## src/rtl/arb2_mux.sv

```systemverilog
// Two-requester round-robin arbiter driving the select of a 2:1 mux.
// Bounded tenure: a holder is preempted after MAX_HOLD cycles if the peer waits.
module arb2_mux #(
  parameter int WIDTH    = 8,
  parameter int MAX_HOLD = 4
) (
  input  logic             clk,
  input  logic             reset,
  input  logic             req_a,
  input  logic             req_b,
  input  logic [WIDTH-1:0] a,
  input  logic [WIDTH-1:0] b,
  output logic             gnt_a,
  output logic             gnt_b,
  output logic             s,
  output logic             valid,
  output logic [WIDTH-1:0] out
);

  localparam int HW = (MAX_HOLD > 1) ? $clog2(MAX_HOLD) : 1;
  localparam logic [HW-1:0] HOLD_MAX = HW'(MAX_HOLD - 1);

  typedef enum logic [1:0] {
    IDLE  = 2'd0,
    GNT_A = 2'd1,
    GNT_B = 2'd2
  } state_e;

  state_e          state_q, state_d;
  logic [HW-1:0]   hold_q, hold_d;
  logic            last_q, last_d;
  logic            s_q, s_d;
  logic            hold_sat;

  assign hold_sat = (hold_q == HOLD_MAX);

  always_ff @(posedge clk or posedge reset) begin
    if (reset) begin
      state_q <= IDLE;
      hold_q  <= '0;
      last_q  <= 1'b1;
      s_q     <= 1'b0;
    end else begin
      state_q <= state_d;
      hold_q  <= hold_d;
      last_q  <= last_d;
      s_q     <= s_d;
    end
  end

  always_comb begin
    state_d = state_q;
    unique case (state_q)
      IDLE: begin
        if (req_a && req_b)
          state_d = last_q ? GNT_A : GNT_B;
        else if (req_a)
          state_d = GNT_A;
        else if (req_b)
          state_d = GNT_B;
      end
      GNT_A: begin
        if (!req_a)
          state_d = req_b ? GNT_B : IDLE;
        else if (req_b && hold_sat)
          state_d = GNT_B;
      end
      GNT_B: begin
        if (!req_b)
          state_d = req_a ? GNT_A : IDLE;
        else if (req_a && hold_sat)
          state_d = GNT_A;
      end
      default: state_d = IDLE;
    endcase
  end

  // Tenure counter restarts on every entry into a grant state.
  always_comb begin
    hold_d = '0;
    last_d = last_q;
    s_d    = s_q;
    if (state_d != IDLE) begin
      if (state_d == state_q)
        hold_d = hold_sat ? hold_q : hold_q + HW'(1);
      else
        last_d = (state_d == GNT_B);
      s_d = (state_d == GNT_B);
    end
  end

  assign gnt_a = (state_q == GNT_A);
  assign gnt_b = (state_q == GNT_B);
  assign s     = s_q;
  assign valid = gnt_a | gnt_b;
  assign out   = valid ? (s_q ? b : a) : '0;

endmodule

```

## config.mk

```make
export PLATFORM = sky130hd
export DESIGN_NAME = arb2_mux
export DESIGN_NICKNAME = d
export VERILOG_FILES = /design/src/rtl/arb2_mux.sv
export SDC_FILE = /design/constraint.sdc
export NUM_CORES = 1
export LEC_CHECK = 0
export CORE_UTILIZATION = 39
export DETAILED_ROUTE_END_ITERATION = 6
export PLACE_DENSITY_LB_ADDON = 0.12
export SYNTH_ARGS = -nofsm -noshare
export SYNTH_HDL_FRONTEND = slang
export SYNTH_SLANG_ARGS = --single-unit
```

## constraint.sdc

```tcl
create_clock -name clk -period 2.6 [get_ports clk]
set_input_delay 0.52 -clock clk [delete_from_list [all_inputs] [get_ports clk]]
set_output_delay 0.52 -clock clk [all_outputs]
set_load 0.05 [all_outputs]
```

==> impl_metrics.py, run 1 <==
metrics = {
    "detailed_routing": {
        "drcViolationCount": 0,
        "vias": 656,
        "dr.pass1.iters": 2,
        "via_per_inst": 5.33,
        "finalWirelength_um": 1500,
        "ant_nets": 0,
        "wire_per_inst_um": 12.2,
        "dr.first_iter.drc_count": 4,
    },
    "setup_path": {
        "startpoint_type": "flip-flop",
        "path_class": "reg -> out",
        "crit_path_start": "state_q[0]",
        "crit_end": "gnt_b",
        "timing.rr.end": "hold_q[1]",
        "critPathSlowestCell": "clkdlybuf4s50_1",
        "crit_fanout": 9,
        "slowest_delay_ns": 0.83,
        "crit_path_cell_trace": "inv_1, ha_1, clkdlybuf4s50_1",
        "r2r-start": "state_q[0]",
        "arrival_ns": 1.96,
        "critPathRequiredTime_ns": 2.08,
        "reg2reg_depth": 7,
        "r2r_setup_slack_ns": 0.30,
        "crit_path_end_kind": "primary output",
    },
    "cts": {
        "clkSinkCount": 6,
        "clock_path_buffers": 2,
        "hold_buffers": 0,
        "cts_inserted_buffers": 3,
        "ctsResizeCount": 0,
        "cts_max_level": 1,
        "cts_tree": "done",
        "cts_setup_buffers": 0,
        "root_buffer": "clkbuf_4",
        "path_clk_slew_ns": 0.05,
        "clk_latency_ns": 0.25,
    },
    "die": {
        "start_util_pct": 41.6,
        "rows": 14,
        "io_pins": 32,
        "coreArea_um2": 1510,
        "dieArea_um2": 1770,
        "die_width_um": 42.1,
        "die_h_um": 42.1,
    },
    "timing": {
        "tns_ns": 0,
        "slew_violations": 0,
        "tightest_slew_ns": 0.503,
        "period_minus_slack_ns": 2.48,
        "fmax_mhz": 403,
        "relSlewSlack_pct": 66.4,
        "period_share_pct": 95.5,
        "setup_viol": 0,
        "fin_worst_skew_ns": 0.00487,
        "rsz0062_at_grt": "false",
        "hold_viol": 0,
    },
    "synth": {
        "synth_warnings": 0,
        "syn_area_per_cell_um2": 8.71,
        "yosysSeqAreaShare_pct": 24.2,
        "synth_nets": 97,
        "yosys-top-cells-area": "dfrtp_1, mux2i_1, ha_1, nor2b_1, dfstp_2",
        "async_flop_share_pct": 100,
        "synth_top_cell_by_area": "dfrtp_1",
        "ys_types": 33,
        "synth-edff-count": 0,
        "syn-instance-count": 72,
        "synth_common_cells": "mux2i_1, nor2b_1, inv_1",
        "ys_seq_elements": 6,
        "synthFlopType": "dfrtp_1",
        "yosysTopAreaCellShare_pct": 20.0,
        "synth_area_um2": 627,
    },
    "pwr": {
        "p_per_area_nw_per_um2": 1430,
        "power_frac_comb_pct": 80.2,
        "vdd.ir_drop.worst_mv": 0.956,
        "switchingPower_w": 0.000768,
        "pwr-share-seq_pct": 13.2,
        "switching_share_pct": 54.0,
        "power.share.clock_pct": 6.7,
        "p_int_w": 0.000654,
        "leakage_nw": 0.445,
    },
    "final_layout": {
        "n_fill_cell": 141,
        "nNetsFinal": 133,
        "antenna_cells": 0,
        "post_layout_nonfiller_instances": 123,
        "areaGrowthSynthToFinish_pct": 58.3,
        "drive_gt1_share_pct": 16.8,
    },
    "global_route": {
        "grt_overflow": 0,
        "grt_max_degree": 11,
        "grt_pass1_vias": 641,
        "antenna_found_initial": 0,
        "grt_pass1_wl_um": 2550,
        "grt.total_usage_pct": 18.6,
    },
    "placement": {
        "port_buffers": 31,
        "hpwlAfterDp_um": 1290,
        "place.gp.congestion": 0.772,
        "dpl.cell_count": 119,
    },
    "job": {
        "max_cap_violations": 0,
    },
    "hold_path": {
        "hold_class": "in -> async",
    },
    "status": {
        "status": "complete, no violations",
    },
}
==> cells by family after synthesis <==
group,Yosys count,synth area share (%)
AOI/OAI and AO/OA,15,19.4
buffers and inverters,9,5.59
adders and majority gates,5,9.98
muxes,10,16.4
xor gates and xnor gates,2,2.79
DFF,6,24.2
and+or+nand+nor,25,21.8
==> state kept, by name, indices dropped and copies added, names as in the netlist <==
signal,flops
hold_q,2
last_q,1
s,1
state_q,2
==> critical path, delay by kind of cell, from the launching register on <==
family	cells	cell delay, ns
adders and majority gates	1	0.25
buffers and inverters	2	0.99
DFF	1	0.48
==> cells in the final DEF, fill, tap and decap left out, types with 2 or more instances in the layout <==
| cell type | n |
|---|---|
| clkdlybuf4s50_1 | 22 |
| buf_4 | 9 |
| mux2i_1 | 8 |
| nor2b_1 | 8 |
| inv_1 | 7 |
| nand2_1 | 5 |
| ha_1 | 5 |
| dfrtp_1 | 5 |
| nor2_1 | 3 |
| nand3_1 | 3 |
| clkbuf_4 | 3 |
| xnor2_1 | 2 |
| a21oi_1 | 2 |
| o22ai_1 | 2 |
| buf_12 | 2 |
==> through the flow <==
stage	total power (W)	utilization [%]	worst slack, ns	instance area, um^2	hold slack (ns)
2_1_floorplan	0.000986	-	0.0768	627	0.310
3_3_place_gp	0.00132	64.1	0.124	966	0.578
3_5_place_dp	0.00133	64.1	0.0825	966	0.579
4_1_cts	0.00143	65.9	0.120	992	0.489
5_1_grt	0.00151	65.9	0.0327	992	0.532
6_report	0.00142	65.9	0.116	992	0.483
==> power by group through the flow <==
stage	Clock [W]	Sequential (W)	Combinational, W
2_1_floorplan	0	0.000196	0.000790
3_3_place_gp	0	0.000187	0.00114
3_5_place_dp	0	0.000187	0.00114
4_1_cts	0.0000990	0.000186	0.00115
5_1_grt	0.000105	0.000195	0.00121
6_report	0.0000948	0.000187	0.00114
==> final cells by class <==
| type | instances | area, um^2 | share of cell area (%) |
|---|---|---|---|
| inverters | 7 | 26.3 | 2.65 |
| flip-flops and latches | 6 | 151 | 15.3 |
| clock buffers | 4 | 26.3 | 2.65 |
| multi-input cells | 57 | 440 | 44.4 |
| repair buffers | 33 | 328 | 33.0 |
| well taps | 16 | 20.0 | 2.02 |
==> routing by layer <==
layer,vias up,wire length [um],GRT usage (%)
li1,332,-,-
met1,296,606,21.2
met2,26,786,32.8
met3,2,96,6.03
met4,0,9,5.63
met5,-,0,0
==> worst min path at each step <==
stage                 from          to
finish               reset  state_q[0]
detailed placement  last_q      last_q
floorplan            reset   hold_q[0]
global placement    last_q      last_q
CTS                  reset  state_q[0]
global route         reset  state_q[0]
(Power assumes the default switching activity.)
==> inputs of run 2 (changes only) <==
--- a/config.mk
+++ b/config.mk
@@ -11,3 +11,4 @@
 export SYNTH_ARGS = -nofsm -noshare
 export SYNTH_HDL_FRONTEND = slang
 export SYNTH_SLANG_ARGS = --single-unit
+export TNS_END_PERCENT = 1
==> results of run 2 <==
Same layout as run 1: the final DEF is identical, and so are final timing and power.
